File: config.mk
export PLATFORM = sky130hd
export DESIGN_NAME = mmio_input_hub
export DESIGN_NICKNAME = d
export VERILOG_FILES = /design/src/rtl/mmio_input_hub.sv
export SDC_FILE = /design/constraint.sdc
export NUM_CORES = 1
export LEC_CHECK = 0
export CORE_UTILIZATION = 40
export CTS_BUF_LIST = sky130_fd_sc_hd__clkbuf_8
export DETAILED_ROUTE_END_ITERATION = 12
export PLACE_DENSITY = 0.65
export SYNTH_ARGS = -nofsm -noshare
export SYNTH_HDL_FRONTEND = slang
export SYNTH_SLANG_ARGS = --single-unit
File: constraint.sdc
create_clock -name clk -period 9.2 [get_ports clk]
set_input_delay 1.84 -clock clk [delete_from_list [all_inputs] [get_ports clk]]
set_output_delay 1.84 -clock clk [all_outputs]
set_load 0.005 [all_outputs]
File: src/rtl/mmio_input_hub.sv
// Memory-mapped hub of NUM_CH input FIFOs with per-channel STATUS/CTRL registers and a shared irq.
// Build macro MMIO_INPUT_HUB_WATERMARK_EN adds a per-channel irq watermark held in CTRL[15:8].
module mmio_input_hub #(
  parameter int          NUM_CH    = 2,
  parameter int          DEPTH     = 16,
  parameter int          DW        = 8,
  parameter logic [31:0] BASE_ADDR = 32'h0000_4000
) (
  input  logic                 clk,
  input  logic                 rst_n,
  input  logic [NUM_CH-1:0]    in_valid,
  input  logic [NUM_CH*DW-1:0] in_data,
  input  logic [31:0]          cpu_addr,
  input  logic                 cpu_rd,
  input  logic                 cpu_wr,
  input  logic [31:0]          cpu_wdata,
  output logic                 hit,
  output logic [31:0]          cpu_rdata,
  output logic [NUM_CH-1:0]    ovf,
  output logic                 irq
);

  localparam int          AW  = $clog2(DEPTH);
  localparam int          CW  = AW + 1;
  localparam logic [31:0] WIN = 32'(NUM_CH * 16);

  logic [31:0] offset;
  logic [2:0]  ch;
  logic [1:0]  rsel;
  logic        rd_ok, wr_ok;
  logic        unused_bits;

  logic [DW-1:0] mem [NUM_CH][DEPTH];
  logic [AW-1:0] wr_ptr [NUM_CH];
  logic [AW-1:0] rd_ptr [NUM_CH];
  logic [CW-1:0] count  [NUM_CH];
  logic [NUM_CH-1:0] irq_en, empty, full, pop, accept, flush;
  logic [NUM_CH-1:0] ovf_set, ovf_clr, ctrl_wr, irq_term;
  logic [31:0] rd_val;
`ifdef MMIO_INPUT_HUB_WATERMARK_EN
  logic [7:0] wm [NUM_CH];
`endif

  // Unsigned wrap makes addresses below BASE_ADDR fall outside the window too.
  assign offset      = cpu_addr - BASE_ADDR;
  assign ch          = offset[6:4];
  assign rsel        = offset[3:2];
  assign hit         = (offset < WIN);
  assign rd_ok       = cpu_rd & ~cpu_wr & hit;
  assign wr_ok       = cpu_wr & hit;
  assign unused_bits = ^{offset[31:7], offset[1:0], cpu_wdata};

  always_comb begin
    empty    = '0;
    full     = '0;
    ctrl_wr  = '0;
    flush    = '0;
    ovf_clr  = '0;
    pop      = '0;
    accept   = '0;
    ovf_set  = '0;
    irq_term = '0;
    for (int c = 0; c < NUM_CH; c++) begin
      empty[c]   = (count[c] == '0);
      full[c]    = (count[c] == CW'(DEPTH));
      ctrl_wr[c] = wr_ok & (ch == 3'(c)) & (rsel == 2'd2);
      flush[c]   = ctrl_wr[c] & cpu_wdata[0];
      ovf_clr[c] = ctrl_wr[c] & cpu_wdata[1];
      pop[c]     = rd_ok & (ch == 3'(c)) & (rsel == 2'd0) & ~empty[c];
      // A pop frees the slot, so a push into a full FIFO on the same edge still lands.
      accept[c]  = in_valid[c] & (~full[c] | pop[c]) & ~flush[c];
      ovf_set[c] = in_valid[c] & full[c] & ~pop[c] & ~flush[c];
`ifdef MMIO_INPUT_HUB_WATERMARK_EN
      irq_term[c] = irq_en[c] &
                    (32'(count[c]) >= ((wm[c] == 8'd0) ? 32'd1 : 32'(wm[c])));
`else
      irq_term[c] = irq_en[c] & ~empty[c];
`endif
    end
  end

  always_comb begin
    rd_val = '0;
    for (int c = 0; c < NUM_CH; c++) begin
      if (ch == 3'(c)) begin
        case (rsel)
          2'd0: rd_val = empty[c] ? 32'h8000_0000 : 32'(mem[c][rd_ptr[c]]);
          2'd1: rd_val = {12'b0, irq_en[c], ovf[c], full[c], empty[c], 16'(count[c])};
          2'd2: begin
            rd_val = {29'b0, irq_en[c], 2'b0};
`ifdef MMIO_INPUT_HUB_WATERMARK_EN
            rd_val[15:8] = wm[c];
`endif
          end
          default: rd_val = '0;
        endcase
      end
    end
  end

  // FIFO storage carries no reset; contents are meaningless once pointers clear.
  always_ff @(posedge clk) begin
    for (int c = 0; c < NUM_CH; c++)
      if (accept[c]) mem[c][wr_ptr[c]] <= in_data[c*DW +: DW];
  end

  always_ff @(posedge clk or negedge rst_n) begin
    if (!rst_n) begin
      for (int c = 0; c < NUM_CH; c++) begin
        wr_ptr[c] <= '0;
        rd_ptr[c] <= '0;
        count[c]  <= '0;
`ifdef MMIO_INPUT_HUB_WATERMARK_EN
        wm[c]     <= 8'd1;
`endif
      end
      ovf       <= '0;
      irq_en    <= '0;
      irq       <= 1'b0;
      cpu_rdata <= '0;
    end else begin
      for (int c = 0; c < NUM_CH; c++) begin
        if (flush[c]) begin
          wr_ptr[c] <= '0;
          rd_ptr[c] <= '0;
          count[c]  <= '0;
        end else begin
          if (accept[c]) wr_ptr[c] <= wr_ptr[c] + AW'(1);
          if (pop[c])    rd_ptr[c] <= rd_ptr[c] + AW'(1);
          count[c] <= count[c] + CW'(accept[c]) - CW'(pop[c]);
        end
        if (ovf_set[c])      ovf[c] <= 1'b1;
        else if (ovf_clr[c]) ovf[c] <= 1'b0;
        if (ctrl_wr[c]) begin
          irq_en[c] <= cpu_wdata[2];
`ifdef MMIO_INPUT_HUB_WATERMARK_EN
          wm[c]     <= cpu_wdata[15:8];
`endif
        end
      end
      irq <= |irq_term;
      if (cpu_rd) cpu_rdata <= (hit & ~cpu_wr) ? rd_val : 32'h0;
    end
  end

endmodule

==> results.sh, run 1 <==
export IMPL_status="finished, final reports clean"
export IMPL_synth_fa_ha_area_share_pct=2.43
export IMPL_hold_viol=0
export IMPL_end_kind="output port"
export IMPL_critPathLaunchType="input port"
export IMPL_powerDensity_nw_per_um2=220
export IMPL_cts_tree="done"
export IMPL_max_stage_delay_ns=0.69
export IMPL_cts_hold_fix_buffers=0
export IMPL_ys_seq_area_share_pct=67.7
export IMPL_seq_area_um2=8790
export IMPL_rr_worst_depth=16
export IMPL_area_growth_pct=15.6
export IMPL_worstPathRequired_ns=7.36
export IMPL_cts_buffers_inserted=48
export IMPL_async_flop_share_pct=14.7
export IMPL_drt_wl_total_mm=28.0
export IMPL_synth_xor_area_share_pct=0.675
export IMPL_final_core_util_pct=47.3
export IMPL_crit_fanout=15
export IMPL_clkTransAtPathRegs_ns=0.06
export IMPL_cp_startpoint="cpu_addr[14]"
export IMPL_antenna_found_initial=0
export IMPL_num_vias=7300
export IMPL_drive_above_1_share_pct=19.3
export IMPL_worstSetupPathType="input port to output port"
export IMPL_cts_resized=0
export IMPL_io_pins=122
export IMPL_setup_violations=0
export IMPL_final_cell_mix="edfxtp_1, clkdlybuf4s50_1, mux4_2, clkbuf_8, nand2_1"
export IMPL_die_height_um=182
export IMPL_h_tree_depth=2
export IMPL_ys_warn_count=0
export IMPL_track_usage_pct=17.2
export IMPL_gp_congestion=0.819
export IMPL_layout_commonest_cell="edfxtp_1"
export IMPL_final_fill_count=2694
export IMPL_synth_compound_area_share_pct=4.81
export IMPL_grt_pass1_vias=7609
export IMPL_synth_edf_count=256
export IMPL_netlist_area_um2=13000
export IMPL_synth_seq_cells=300
export IMPL_grt_pass1_wl_mm=43.7
export IMPL_synthCells=790
export IMPL_worstMarginPinSlew_ns=1.05
export IMPL_avgSynthCellArea_um2=16.4
export IMPL_synth_top_family_by_area="multiplexers"
export IMPL_path_cells="clkdlybuf4s50_1 > nor4b_2 > nand4_1 > or3_1 > inv_2 > clkdlybuf4s50_1"
export IMPL_regToRegEndpoint="count[9]"
export IMPL_r2r_slack_ns=5.10
export IMPL_fin_crit_ns=6.23
export IMPL_viasPerCell=5.48
export IMPL_drc=0
export IMPL_fin_nets=1006
export IMPL_grt_start_max_net_pins=45
export IMPL_grt_setup_unrepaired="no"
export IMPL_die_area_um2=33200
export IMPL_initialDrtViolationCount=571
export IMPL_synth_simple_area_share_pct=7.89
export IMPL_numPortBuffers=71
export IMPL_arrival_ns=4.39
export IMPL_clkLatencyLatePin_ns=0.58
export IMPL_drv_slew=0
export IMPL_fin_setup_tns_ns=0
export IMPL_clockBufferDepth=3
export IMPL_yosys_mux_area_fraction_pct=13.4
export IMPL_antenna_cells=0
export IMPL_post_cts_buffers=0
export IMPL_cellLeakagePower_nw=5.15
export IMPL_clock_skew_ns=0.0392
export IMPL_slew_limit_headroom_pct=29.6
export IMPL_dp_hpwl_mm=18.5
export IMPL_fin_ws_ns=2.97
export IMPL_cts_sinks=300
export IMPL_critical_path_slowest_cell="or3_1"
export IMPL_start_util_pct=40.9
export IMPL_r2r_start="count[8]"
export IMPL_crit_end="hit"
export IMPL_multi_input_area_um2=3860
export IMPL_synthFlopType="edfxtp_1"
export IMPL_wire_per_inst_um=21.0
export IMPL_clock_root_buffer="clkbuf_8"
export IMPL_path_common_cell="clkdlybuf4s50_1"
export IMPL_max_cap_violations=0
export IMPL_ant_nets=0
export IMPL_num_rows=65
export IMPL_fmax_mhz=160
export IMPL_final_cells=1333
export IMPL_finalCritPeriodShare_pct=67.8
export IMPL_ir_drop_mv=0.0915
export IMPL_overflow=0
export IMPL_place_inst=1248
export IMPL_hp_class="register to register"
export IMPL_die_x_um=182
export IMPL_holdWs_ns=0.491
export IMPL_core_area_um2=31700
export IMPL_pre_cts_slack_ns=2.87
export IMPL_drtPass1Iterations=5
export IMPL_synth_cell_type_count=61
==> report_power, final <==
group,switching [mW],internal (mW),leakage [nW]
clock network,0.523,0.523,0.520
registers,0.0890,1.64,2.87
logic,0.293,0.231,1.76
==> worst min path at each step <==
| stage | start | endpoint | slack [ns] | cells past startpoint |
|---|---|---|---|---|
| after floorplan | cpu_rdata[16] | cpu_rdata[16] | 0.48 | 1 |
| after global placement | cpu_rdata[18] | cpu_rdata[18] | 0.47 | 1 |
| after detailed placement | cpu_rdata[18] | cpu_rdata[18] | 0.48 | 1 |
| after CTS | cpu_rdata[18] | cpu_rdata[18] | 0.50 | 1 |
| after global routing | cpu_rdata[18] | cpu_rdata[18] | 0.53 | 1 |
| final | cpu_rdata[18] | cpu_rdata[18] | 0.49 | 1 |
==> critical path, delay by kind of cell <==
family | cells | cell delay (ns)
buffers and inverters | 3 | 1.36
AND/OR/NAND/NOR | 3 | 1.20
==> routing by layer <==
metal	GRT usage (%)	vias to the layer above	routed length (um)
met5	0	-	0
met4	5.55	0	610
met3	2.99	45	1660
met2	29.1	255	13800
met1	22.8	3712	11900
li1	-	3288	-
==> through the flow <==
stage               cell area, um^2  power, mW
floorplan                     13000       2.09
global placement              14100       2.26
detailed placement            14100       2.28
CTS                           15000       3.33
global route                  15000       3.46
finish                        15000       3.30
==> state kept, by name (all words and copies together) (netlist names) <==
register / flops
count: 10
cpu_rdata: 13
irq: 1
irq_en: 2
mem: 256
ovf: 2
rd_ptr: 8
wr_ptr: 8
==> cell usage after synthesis, drive strengths merged (21+ instances only) <==
cell type	n	share of area [%]
buf	34	1.7
ha	22	2.1
nor2	22	0.64
nand2	47	1.4
edfxtp	256	59
nor3	24	0.93
inv	25	0.72
nand3	26	1.0
a21oi	24	0.93
mux4	67	12
clkbuf	23	0.67
o21ai	21	0.84
dfrtp	44	8.5
==> cell families (layout without fill, tap and decap cells) <==
family,count (synthesis),in the layout
xor gates and xnor gates,10,10
muxes,89,89
and+or+nand+nor,192,192
other,1,19
buffers and inverters,82,205
AOI/OAI and AO/OA,92,92
adders and majority gates,24,24
DFF,300,300
==> area by class of cell <==
| type | instances | area share (%) |
|---|---|---|
| flip-flops and latches | 300 | 58.6 |
| multi-input cells | 426 | 25.7 |
| repair buffers | 95 | 5.90 |
| clock buffers | 48 | 4.40 |
| well taps | 402 | 3.35 |
| clock inverters | 37 | 1.39 |
| inverters | 25 | 0.625 |
Power figures use the tool's default switching activity.
==> inputs of run 2 (changes only) <==
- clock period: 9.2 -> 6.1 ns (I/O delays scaled with it)
==> results.sh, run 2 (synthesized netlist as in run 1, its figures left out) <==
export IMPL_status="finished, final reports clean"
export IMPL_worstSetupPathType="input port to output port"
export IMPL_overflow=0
export IMPL_dp_hpwl_mm=18.5
export IMPL_drtPass1Iterations=4
export IMPL_p_total_mw=5.16
export IMPL_fin_setup_tns_ns=0
export IMPL_cts_buffers_inserted=49
export IMPL_postLayoutCellArea_um2=15200
export IMPL_start_util_pct=40.9
export IMPL_clock_root_buffer="clkbuf_8"
export IMPL_worstPathRequired_ns=4.88
export IMPL_critPathLaunchType="input port"
export IMPL_grt_start_max_net_pins=45
export IMPL_holdPathEnd="cpu_rdata[18]"
export IMPL_cts_sinks=300
export IMPL_wire_per_inst_um=21.0
export IMPL_place_inst=1250
export IMPL_antenna_cells=0
export IMPL_slew_limit_headroom_pct=29.7
export IMPL_track_usage_pct=17.3
export IMPL_fin_crit_ns=4.83
export IMPL_setup_violations=0
export IMPL_die_height_um=182
export IMPL_whs_path_depth=1
export IMPL_end_kind="output port"
export IMPL_grt_setup_unrepaired="no"
export IMPL_die_x_um=182
export IMPL_drc=0
export IMPL_drt_wl_total_mm=28.1
export IMPL_crit_fanout=15
export IMPL_critical_path_slowest_cell="clkdlybuf4s50_1"
export IMPL_cellLeakagePower_nw=5.19
export IMPL_clock_skew_ns=0.0551
export IMPL_final_fill_count=2700
export IMPL_min_from="cpu_rdata[18]"
export IMPL_cts_hold_fix_buffers=0
export IMPL_r2r_start="count[8]"
export IMPL_gp_congestion=0.813
export IMPL_grt_pass1_wl_mm=43.4
export IMPL_layout_commonest_cell="edfxtp_1"
export IMPL_io_pins=122
export IMPL_die_area_um2=33200
export IMPL_h_tree_depth=2
export IMPL_largest_reg_flops=256
export IMPL_final_cell_mix="edfxtp_1, clkdlybuf4s50_1, mux4_2, clkbuf_8, nand2_1"
export IMPL_max_cap_violations=0
export IMPL_ir_drop_mv=0.166
export IMPL_grt_pass1_vias=7393
export IMPL_clkTransAtPathRegs_ns=0.06
export IMPL_path_common_cell="clkdlybuf4s50_1"
export IMPL_clockBufferDepth=3
export IMPL_antenna_found_initial=0
export IMPL_initialDrtViolationCount=524
export IMPL_drive_above_1_share_pct=19.9
export IMPL_arrival_ns=3.61
export IMPL_final_core_util_pct=47.8
export IMPL_fin_nets=1009
export IMPL_cts_tree="done"
export IMPL_placed_cell_area_um2=14100
export IMPL_drv_slew=0
export IMPL_fmax_mhz=207
export IMPL_num_vias=7236
export IMPL_r2r_slack_ns=2.01
export IMPL_cts_resized=0
export IMPL_finalCritPeriodShare_pct=79.2
export IMPL_rr_worst_depth=16
export IMPL_hold_viol=0
export IMPL_path_cells="clkdlybuf4s50_1 > nor4b_2 > nand4_1 > or3_1 > buf_4 > inv_2 > clkdlybuf4s50_1"
export IMPL_numPortBuffers=71
export IMPL_post_cts_buffers=0
export IMPL_regToRegEndpoint="count[9]"
export IMPL_core_area_um2=31700
export IMPL_worstMarginPinSlew_ns=1.05
export IMPL_viasPerCell=5.41
export IMPL_ant_nets=0
export IMPL_final_cells=1338
export IMPL_hp_class="register to register"
export IMPL_powerDensity_nw_per_um2=341
export IMPL_area_growth_pct=16.8
export IMPL_num_rows=65
export IMPL_clkLatencyLatePin_ns=0.59
export IMPL_max_stage_delay_ns=0.58
run 2: cell types whose count changed in the layout (fill, tap and decap cells not counted), sizes merged:
cell	previous run	this run
clkinv	13	12
inv	47	40
buf	25	27
bufinv	1	2
clkbuf	48	58
run 2: final cells by class:
class                           count  area (um^2)  share of cell area, %
Sequential cell                   300         8790                   58.0
Tap cell                          402          503                   3.32
Inverter                           25         93.8                  0.619
Timing Repair Buffer               97          901                   5.95
Clock inverter                     30          204                   1.35
Clock buffer                       58          798                   5.27
Multi-Input combinational cell    426         3860                   25.5
run 2: stage by stage:
| step | setup WS, ns | hold slack (ns) |
|---|---|---|
| finish | 1.27 | 0.485 |
| floorplan | 1.76 | 0.478 |
| global route | 1.10 | 0.511 |
| CTS | 1.27 | 0.489 |
| detailed placement | 0.788 | 0.473 |
| global placement | 0.855 | 0.472 |
run 2: worst max-delay path by stage:
stage | cells after the start | endpoint | from
final | 7 | hit | cpu_addr[14]
after floorplan | 16 | count[9] | cpu_addr[15]
after global placement | 15 | count[9] | cpu_addr[14]
after CTS | 7 | hit | cpu_addr[14]
after global routing | 15 | count[9] | cpu_addr[14]
after detailed placement | 15 | count[9] | cpu_addr[14]
run 2: critical path, delay by kind of cell:
kind | cells | cell delay [ns]
AND/OR/NAND/NOR | 3 | 0.94
buffers and inverters | 4 | 1.44
run 2: metal layers:
metal	GRT usage, %	vias up	share of wire [%]
li1	-	3302	-
met3	3.51	42	5.7
met4	5.98	0	2.5
met1	22.4	3656	43
met2	29.1	236	49
met5	0	-	0
run 2: report_power, final:
group / total, mW / switching, mW / leakage [nW] / internal [mW]
Clock: 1.76 / 0.802 / 0.557 / 0.956
Combinational: 0.794 / 0.445 / 1.77 / 0.349
Sequential: 2.61 / 0.134 / 2.87 / 2.47
Total: 5.16 / 1.38 / 5.19 / 3.78
